**src/rtl/fir_xifu_pkg.sv**
```systemverilog
// Shared XIF controller types: ID width, interface structs and the per-ID slot state.
// Slot bits map to states as {kill, commit, issue}; see slot_state().
package fir_xifu_pkg;

  localparam int unsigned X_ID_WIDTH = 4;
  localparam int unsigned X_ID_MAX   = 2**X_ID_WIDTH;

  typedef logic [X_ID_WIDTH-1:0] x_id_t;
  typedef logic [X_ID_MAX-1:0]   x_vec_t;

  typedef struct packed {
    logic  issue;
    x_id_t id;
  } id2ctrl_t;

  typedef struct packed {
    x_vec_t commit;
  } ctrl2ex_t;

  typedef struct packed {
    x_vec_t issue;
    x_vec_t commit;
    x_vec_t kill;
  } ctrl2wb_t;

  typedef struct packed {
    x_vec_t clear;
  } wb2ctrl_t;

  typedef struct packed {
    logic  valid;
    x_id_t id;
    logic  kill;
  } commit_t;

  typedef enum logic [1:0] {
    ST_FREE,
    ST_ISSUED,
    ST_COMMITTED,
    ST_KILLED
  } ctrl_state_t;

  function automatic ctrl_state_t slot_state(logic iss, logic com, logic kil);
    if (kil)      return ST_KILLED;
    else if (com) return ST_COMMITTED;
    else if (iss) return ST_ISSUED;
    else          return ST_FREE;
  endfunction

endpackage

```
**src/rtl/fir_xifu_ctrl_slot.sv**
```systemverilog
// Tracking state for a single XIF ID; one instance per ID.
//   state     | meaning
//   FREE      | ID available for issue
//   ISSUED    | issued, waiting for commit or kill
//   COMMITTED | committed, result may be written back
//   KILLED    | killed, result must be discarded
module fir_xifu_ctrl_slot
  import fir_xifu_pkg::*;
(
  input  logic clk_i,
  input  logic rst_ni,
  input  logic issue_ev,
  input  logic ack_ev,
  input  logic ack_kill,
  input  logic clear,
  output logic issue_q,
  output logic commit_q,
  output logic kill_q
);

  ctrl_state_t state;
  logic        issue_d, commit_d, kill_d;

  assign state = slot_state(issue_q, commit_q, kill_q);

  always_ff @(posedge clk_i) begin
    if (!rst_ni) begin
      issue_q  <= 1'b0;
      commit_q <= 1'b0;
      kill_q   <= 1'b0;
    end else begin
      issue_q  <= issue_d;
      commit_q <= commit_d;
      kill_q   <= kill_d;
    end
  end

  // Priority: issue (may carry a same-cycle ack) > clear > ack on an ISSUED slot.
  always_comb begin
    issue_d  = issue_q;
    commit_d = commit_q;
    kill_d   = kill_q;
    if (issue_ev) begin
      issue_d  = 1'b1;
      commit_d = ack_ev & ~ack_kill;
      kill_d   = ack_ev & ack_kill;
    end else if (clear) begin
      issue_d  = 1'b0;
      commit_d = 1'b0;
      kill_d   = 1'b0;
    end else if (ack_ev && state == ST_ISSUED) begin
      commit_d = ~ack_kill;
      kill_d   = ack_kill;
    end
  end

endmodule

```
**src/rtl/fir_xifu_ctrl.sv**
```systemverilog
// XIF issue/commit controller: per-ID slots, in-flight counter and optional sticky
// protocol error flag (enabled by defining FIR_XIFU_CTRL_ERR_EN).
module fir_xifu_ctrl
  import fir_xifu_pkg::*;
#(
  parameter int unsigned X_ID_WIDTH = fir_xifu_pkg::X_ID_WIDTH
) (
  input  logic                clk_i,
  input  logic                rst_ni,
  input  id2ctrl_t            id2ctrl_i,
  input  commit_t             commit_i,
  input  wb2ctrl_t            wb2ctrl_i,
  output logic                issue_ready_o,
  output ctrl2ex_t            ctrl2ex_o,
  output ctrl2wb_t            ctrl2wb_o,
  output logic [X_ID_WIDTH:0] inflight_o,
  output logic                err_o
);

  if (X_ID_WIDTH != fir_xifu_pkg::X_ID_WIDTH) begin : g_width_check
    $error("X_ID_WIDTH must match fir_xifu_pkg::X_ID_WIDTH");
  end

  x_vec_t              issue_q, commit_q, kill_q;
  logic                issue_fire;
  logic [X_ID_WIDTH:0] inflight_q, release_cnt;

  assign issue_ready_o = ~issue_q[id2ctrl_i.id] | wb2ctrl_i.clear[id2ctrl_i.id];
  assign issue_fire    = id2ctrl_i.issue & issue_ready_o;

  for (genvar g = 0; g < X_ID_MAX; g++) begin : g_slot
    fir_xifu_ctrl_slot u_slot (
      .clk_i    (clk_i),
      .rst_ni   (rst_ni),
      .issue_ev (issue_fire && id2ctrl_i.id == x_id_t'(g)),
      .ack_ev   (commit_i.valid && commit_i.id == x_id_t'(g)),
      .ack_kill (commit_i.kill),
      .clear    (wb2ctrl_i.clear[g]),
      .issue_q  (issue_q[g]),
      .commit_q (commit_q[g]),
      .kill_q   (kill_q[g])
    );
  end

  assign ctrl2wb_o.issue  = issue_q;
  assign ctrl2wb_o.commit = commit_q;
  assign ctrl2wb_o.kill   = kill_q;
  assign ctrl2ex_o.commit = commit_q & ~kill_q;

  // A clear only releases a slot that was holding an issued ID.
  always_comb begin
    release_cnt = '0;
    for (int i = 0; i < X_ID_MAX; i++) begin
      release_cnt = release_cnt + {X_ID_WIDTH'(0), wb2ctrl_i.clear[i] & issue_q[i]};
    end
  end

  always_ff @(posedge clk_i) begin
    if (!rst_ni) inflight_q <= '0;
    else         inflight_q <= inflight_q + {X_ID_WIDTH'(0), issue_fire} - release_cnt;
  end

  assign inflight_o = inflight_q;

`ifdef FIR_XIFU_CTRL_ERR_EN
  logic err_q, ack_on_issued, bad_ack, bad_issue;

  assign ack_on_issued = issue_q[commit_i.id] & ~commit_q[commit_i.id] & ~kill_q[commit_i.id];
  assign bad_ack       = commit_i.valid & ~ack_on_issued &
                         ~(issue_fire && id2ctrl_i.id == commit_i.id);
  assign bad_issue     = id2ctrl_i.issue & ~issue_ready_o;

  always_ff @(posedge clk_i) begin
    if (!rst_ni) err_q <= 1'b0;
    else         err_q <= err_q | bad_ack | bad_issue;
  end

  assign err_o = err_q;
`else
  assign err_o = 1'b0;
`endif

endmodule

```
**config.mk**
```make
export PLATFORM = sky130hd
export DESIGN_NAME = fir_xifu_ctrl
export DESIGN_NICKNAME = d
export VERILOG_FILES = /design/src/rtl/fir_xifu_pkg.sv /design/src/rtl/fir_xifu_ctrl_slot.sv /design/src/rtl/fir_xifu_ctrl.sv
export SDC_FILE = /design/constraint.sdc
export NUM_CORES = 1
export LEC_CHECK = 0
export BUFFER_PORTS_ARGS = -buffer_cell sky130_fd_sc_hd__buf_2
export CORE_ASPECT_RATIO = 0.75
export CORE_MARGIN = 5
export CORE_UTILIZATION = 50
export CTS_BUF_LIST = sky130_fd_sc_hd__clkbuf_2 sky130_fd_sc_hd__clkbuf_4 sky130_fd_sc_hd__clkbuf_8
export DETAILED_ROUTE_END_ITERATION = 12
export PLACE_DENSITY = 0.79
export SYNTH_ARGS = -nofsm -noshare
export SYNTH_HDL_FRONTEND = slang
export SYNTH_SLANG_ARGS = --single-unit
```
**constraint.sdc**
```tcl
create_clock -name clk_i -period 4.3 [get_ports clk_i]
set_input_delay 0.215 -clock clk_i [delete_from_list [all_inputs] [get_ports clk_i]]
set_output_delay 0.215 -clock clk_i [all_outputs]
set_load 0.005 [all_outputs]
```
# Word level (Yosys, flattened, before mapping)
# Cells that the tools add are included.
dict set report word_totals {
  in_bits 29
  register_bits 53
}
dict set report classes {
  addsub 17
  reduce_logical 82
  n_bitwise 54
  order_cmp 1
  n_eq_ne 46
  n_mux 180
}
# op count
set op_table {}
lappend op_table {{two-way mux 1 bit} 146}
lappend op_table {{equality test 4 bit (second input constant)} 16}
lappend op_table {{two-way mux 2 bit} 32}
lappend op_table {{adder 5 x 1 -> 5 bit} 12}
lappend op_table {{AND 1 bit} 49}
lappend op_table {{logical AND 1 bit} 48}
lappend op_table {{nonzero test 3 bit} 16}
lappend op_table {{equality test 2 x 1 -> 1 bit (second input constant)} 16}
lappend op_table {{equality test 4 x 3 -> 1 bit (second input constant)} 8}
lappend op_table {{nonzero test 2 bit} 16}
lappend op_table {{AND 16 bit} 1}
lappend op_table {{equality test 4 x 2 -> 1 bit (second input constant)} 4}
lappend op_table {{NOT 16 bit} 1}
lappend op_table {{binary-select mux 1 bit (select 4 bit)} 2}
lappend op_table {{equality test 4 x 1 -> 1 bit (second input constant)} 2}
lappend op_table {{zero test 4 bit} 2}
lappend op_table {{adder 4 x 1 -> 5 bit} 1}
lappend op_table {{less-than comparator 4 x 5 -> 1 bit (second input constant)} 1}
lappend op_table {{subtractor 5 bit} 1}
lappend op_table {{adder 3 x 1 -> 4 bit} 1}
lappend op_table {{adder 2 x 1 -> 3 bit} 1}
lappend op_table {{adder 1 x 1 -> 2 bit} 1}
lappend op_table {{NOT 1 bit} 2}
lappend op_table {{OR 1 bit} 1}

# Depth between registers and ports, before layout
dict set report depth {
  word_depth 17
  ltp_mapped 17
  mapped_depth_nobuf 16
}

# By module
# Synthesis repeated with hierarchy kept, for this count alone.
dict set report unflattened {
  hier_cells 390
  area_unflattened_um2 3573.4
}
# mod n_inst area_each_um2 seq_area_each_um2 cells_per_inst
set by_module_without_submodules {}
lappend by_module_without_submodules {fir_xifu_ctrl_slot 16 125.1 60.1 13}
lappend by_module_without_submodules {fir_xifu_ctrl 1 1571.5 100.1 182}

# Worst setup path after synthesis
# No wires, ideal clock.
dict set report synth_path {
  path_type {input -> register}
  from {in id2ctrl_i[1] in the netlist's numbering}
  to {reg inflight_q[4] (netlist: inflight_o[4])}
  setup_ns 0.115
  setup_slack_ns -0.258
  t_required_ns 4.185
  path_stages 17
  arrival_ns 4.443
  cell_sequence {buf_6 > mux4_2 > mux2i_4 > nor3_1 > a21oi_1 > nand2_1 > fa_1 > fa_1 > fa_1 > fa_1 > inv_1 > ha_1 > ha_1 > fa_1 > xnor2_1 > xnor2_1 > and2_1}
}
dict set report synth_via {
  elab_chain_len 7
}
# item line
set synth_rtl {}
lappend synth_rtl {{from (decl)} fir_xifu_ctrl.sv:10} ;# input id2ctrl_t id2ctrl_i,
lappend synth_rtl {{binary-select mux 1 bit (select 4 bit)} fir_xifu_ctrl.sv:28} ;# assign issue_ready_o = ~issue_q[id2ctrl_i.id] | wb2ctrl_i.clear[id2ctrl_i.id];
lappend synth_rtl {{two-way mux 1 bit (implied by the code)} fir_xifu_ctrl.sv:28}
lappend synth_rtl {{NOT 1 bit} fir_xifu_ctrl.sv:28}
lappend synth_rtl {{OR 1 bit *} fir_xifu_ctrl.sv:28}
lappend synth_rtl {{via issue_ready_o} fir_xifu_ctrl.sv:13} ;# output logic issue_ready_o,
lappend synth_rtl {{AND 1 bit *} fir_xifu_ctrl.sv:29} ;# assign issue_fire = id2ctrl_i.issue & issue_ready_o;
lappend synth_rtl {{adder 5 x 1 -> 5 bit *} fir_xifu_ctrl.sv:60} ;# else inflight_q <= inflight_q + {X_ID_WIDTH'(0), issue_fire} - release_cnt;
lappend synth_rtl {{subtractor 5 bit *} fir_xifu_ctrl.sv:60}
lappend synth_rtl {{to (signal assigned)} fir_xifu_ctrl.sv:60}
lappend synth_rtl {{to (decl)} fir_xifu_ctrl.sv:26} ;# logic [X_ID_WIDTH:0] inflight_q, release_cnt;
# Mark *: on every way through the listed nets, which the timed path passes. The rest lies on a longest branch. The select of a mux whose other input is x is not followed.
# A chain may end at the register's enable or synchronous reset.

# Worst setup path in the final report
dict set report layout_path {
  from {reg g_slot[11].u_slot.issue_q}
  to {reg inflight_q[4] (netlist: inflight_o[4])}
}
dict set report layout_via {
  elab_chain_len 7
}
# item line
set layout_rtl {}
lappend layout_rtl {{from (decl)} fir_xifu_ctrl_slot.sv:16} ;# output logic issue_q,
lappend layout_rtl {{from (signal assigned)} fir_xifu_ctrl_slot.sv:32} ;# issue_q <= issue_d;
lappend layout_rtl {{AND 1 bit or binary-select mux 1 bit (select 4 bit) (tied branches)} {fir_xifu_ctrl.sv:54, fir_xifu_ctrl.sv:28}}
lappend layout_rtl {{adder 5 x 1 -> 5 bit or two-way mux 1 bit (tied branches)} {fir_xifu_ctrl.sv:54, fir_xifu_ctrl.sv:28}}
lappend layout_rtl {{adder 5 x 1 -> 5 bit or NOT 1 bit (tied branches)} {fir_xifu_ctrl.sv:54, fir_xifu_ctrl.sv:28}}
lappend layout_rtl {{adder 5 x 1 -> 5 bit or OR 1 bit (tied branches)} {fir_xifu_ctrl.sv:54, fir_xifu_ctrl.sv:28}}
lappend layout_rtl {{adder 5 x 1 -> 5 bit or AND 1 bit (tied branches)} {fir_xifu_ctrl.sv:54, fir_xifu_ctrl.sv:29}}
lappend layout_rtl {{adder 5 x 1 -> 5 bit, on equally long branches} {fir_xifu_ctrl.sv:54, fir_xifu_ctrl.sv:60}}
lappend layout_rtl {{subtractor 5 bit *} fir_xifu_ctrl.sv:60}
# Mark *: on every way between the ends. The rest lies on a longest branch, timed or not. The select of a mux whose other input is x is not followed.

==> results_dict.tcl <==
set metrics [dict create \
    result_of_the_run "finished, violations left" \
    violations "setup timing" \
    timing.critical_path.arrival_ns 4.53 \
    post_drt_via_cell_ratio 5.82 \
    setup.worst_path.start_class "flop" \
    postRouteAntennaNets 0 \
    grt_pass1_wl_um 17200 \
    clock_tree_buf_depth 2 \
    maxSlewHeadroom_pct 44.2 \
    power.leakage_nw 1.84 \
    achievable-frequency_ghz 0.232 \
    critPathLaunch "g_slot[11].u_slot.issue_q$_SDFFE_PN0P_" \
    endpoint_kind "flop" \
    setup_viol 1 \
    worstMarginPinSlew_ns 0.836 \
    placed_area_um2 4130 \
    gp_congestion 0.964 \
    global_route.usage.total_pct 22.5 \
    syn_to_final_growth_pct 11.3 \
    yosysWarnings 0 \
    antenna_cells_inserted 0 \
    detail_route.first_pass.iterations 5 \
    timing_max_transition_violations_final 0 \
    crit_fanout 2 \
    die_x_um 111 \
    holdCritStartpoint "wb2ctrl_i[5]" \
    critical_path_required_ns 4.52 \
    post_synth.cell_area_avg_um2 8.78 \
    globalRoute.totalOverflow 0 \
    final_hold_viols 0 \
    ys_ff_latch 53 \
    worst_ir_drop_vdd_v 0.000179 \
    yosysSeqAreaShare_pct 27.8 \
    placement_rows 27 \
    clock_tree_root_buffer_cell "sky130_fd_sc_hd__clkbuf_8" \
    design_area_um2 4250 \
    post_layout_min_period_ns 4.30 \
    post_synth_most_frequent_cells "sky130_fd_sc_hd__dfxtp_1, sky130_fd_sc_hd__buf_4, sky130_fd_sc_hd__nand2_1" \
    core_um2 7400 \
    netlist_instances 435 \
    share_of_synthesized_flip_flops_with_an_asynchronous_set_or_reset_pct 0 \
    clock_tree.htree_level_count 2 \
    fill_cells 687 \
    pwr_density_cell_nw_per_um2 315 \
    post_synth_instance_area_um2 3820 \
    grt_max_degree 48 \
    cts.sinks 53 \
    design.final.nets 553 \
    setup_slack_ns -0.00475 \
    hold_slack_final_ns 0.209 \
    rsz0062_at_grt "yes" \
    detail_route.wl_per_cell_um 17.8 \
    place_ws_ns -0.0834 \
    post_synthesis_cell_type_count 53 \
    first_global_vias 3376 \
    number_of_ports_placed_on_the_die_boundary 100 \
    ys_dominant_reg_cell "sky130_fd_sc_hd__dfxtp_1" \
    worst_hold_path_type "input pin to flop" \
    critPathKind "flop to flop" \
    die_ar_um2 9510 \
    setup-tns-final_ns -0.00475 \
    drc 0 \
    path_clk_slew_ns 0.10 \
    synth.top_cells.by_area "sky130_fd_sc_hd__dfxtp_1, sky130_fd_sc_hd__buf_4, sky130_fd_sc_hd__fa_1" \
    detail_route.iter0.violations 305 \
    numCtsBuffers 5 \
    tritoncts "built" \
    critical_path.reg2reg.startpoint "g_slot[11].u_slot.issue_q$_SDFFE_PN0P_" \
    initial_antenna_violation_count 0 \
    layout-drive-gt1-share_pct 29.4 \
    io_buffers 98 \
    die_h_um 85.7 \
    synth_nets 493 \
    synth_most_common_cell "sky130_fd_sc_hd__dfxtp_1" \
    finalClockSkew_ns 0.00534 \
    timing.final.crit_share_pct 100 \
    postRouteWirelength_um 10600 \
    synth_area_leader_cell "sky130_fd_sc_hd__dfxtp_1" \
    vias 3472 \
    number_of_enable_flip_flop_cells_after_synthesis 0 \
    drv.max_cap_violation_count 0 \
    synthDominantCellAreaShare_pct 27.8 \
    post-dp-hpwl_um 8450 \
    worstSkewPairLatency_ns 0.32 \
    floorplan.initialDensity_pct 51.6 \
]
## critical path: stages, from the launching register on
cell and delay, ns:
sky130_fd_sc_hd__dfxtp_2 0.35, sky130_fd_sc_hd__mux4_2 0.49, sky130_fd_sc_hd__mux2i_4 0.16, sky130_fd_sc_hd__nor3_2 0.06, sky130_fd_sc_hd__a21oi_2 0.14, sky130_fd_sc_hd__nand2_1 0.10, sky130_fd_sc_hd__fa_2 0.35, sky130_fd_sc_hd__fa_2 0.35
sky130_fd_sc_hd__fa_1 0.45, sky130_fd_sc_hd__fa_1 0.49, sky130_fd_sc_hd__inv_1 0.04, sky130_fd_sc_hd__ha_1 0.29, sky130_fd_sc_hd__ha_2 0.19, sky130_fd_sc_hd__fa_2 0.33, sky130_fd_sc_hd__xnor2_1 0.14, sky130_fd_sc_hd__xnor2_1 0.12
sky130_fd_sc_hd__and2_1 0.15
## stage by stage
stage	power, mW	std cells	utilization (%)
floorplan	0.911	435	-
global placement	1.01	588	55.9
detailed placement	1.04	588	55.9
CTS	1.35	597	57.3
global route	1.45	597	57.5
finish	1.34	597	57.5
## routing by layer
metal	global-route usage, %	vias to the layer above	wire [um]
met2	32.5	210	4490
met1	31.3	1644	4630
met4	7.16	0	162
li1	-	1600	-
met5	0	-	0
met3	8.32	18	1340
## cell usage in the layout (no fill, tap or decap), drive strengths merged, types with 3 or more instances in the layout
| cell type | instances |
|---|---|
| o31ai | 8 |
| fa | 14 |
| nand2 | 40 |
| ha | 15 |
| o31a | 4 |
| nor2 | 14 |
| inv | 31 |
| nand2b | 16 |
| nor2b | 27 |
| o211ai | 13 |
| nand4b | 9 |
| nand3 | 9 |
| buf | 113 |
| nor3 | 6 |
| dfxtp | 53 |
| o21a | 6 |
| clkbuf | 7 |
| mux4 | 6 |
| xnor2 | 5 |
| o311ai | 12 |
| or2 | 4 |
| nand3b | 3 |
| nor4 | 6 |
| o21ai | 11 |
| o22ai | 10 |
| or3b | 4 |
| and2 | 20 |
| a21boi | 7 |
## state kept, by name (all words and copies together) (netlist names)
name / count
inflight_o: 5
g_slot.u_slot.commit_q: 16
g_slot.u_slot.issue_q: 16
g_slot.u_slot.kill_q: 16
## path summary, 6_finish.rpt
| kind | slack [ns] | cells after the start | to |
|---|---|---|---|
| worst max-delay path | -0.005 | 16 | inflight_o[4]$_SDFF_PN0_ |
| worst min-delay path | 0.21 | 3 | g_slot[5].u_slot.kill_q$_SDFFE_PN0P_ |
| worst max register to register | -0.005 | 16 | inflight_o[4]$_SDFF_PN0_ |
| worst min register to register | 0.49 | 2 | g_slot[12].u_slot.kill_q$_SDFFE_PN0P_ |
## cells by family (layout without fill, tap and decap cells)
kind of cell | count (synthesis) | in the layout | share of synthesized area [%]
AO/OA/AOI/OAI | 77 | 77 | 14.8
XOR/XNOR | 6 | 6 | 1.38
adder cells (fa/ha/maj) | 29 | 29 | 12.2
buffers and inverters | 91 | 152 | 14.0
flip-flops | 53 | 53 | 27.8
multiplexers | 9 | 9 | 4.68
other | 1 | 1 | 0.0981
AND/OR/NAND/NOR | 169 | 169 | 25.0
## cell type report
| cell class | count | area [um^2] | share of cell area (%) |
|---|---|---|---|
| repair buffers | 113 | 603 | 14.2 |
| clock inverters | 1 | 5.00 | 0.118 |
| well taps | 101 | 126 | 2.97 |
| inverters | 31 | 116 | 2.74 |
| flip-flops and latches | 53 | 1060 | 25.0 |
| clock buffers | 7 | 96.3 | 2.27 |
| multi-input cells | 291 | 2240 | 52.7 |
## power breakdown
part	internal (mW)	switching [mW]	total [mW]	leakage (nW)
Clock	0.146	0.177	0.323	0.0542
Sequential	0.515	0.0160	0.531	0.429
Combinational	0.247	0.239	0.486	1.35
Total	0.908	0.432	1.34	1.84
## timing repair
action                                 4_1_cts  5_1_grt
setup endpoints to repair                    1        2
setup buffers                                1        0
hold buffers                                 0        0
gates resized for setup                      1        2
endpoints found under the hold margin        0        0
pin swaps                                    1        2
Note: power is estimated with default switching activity, not from simulation.
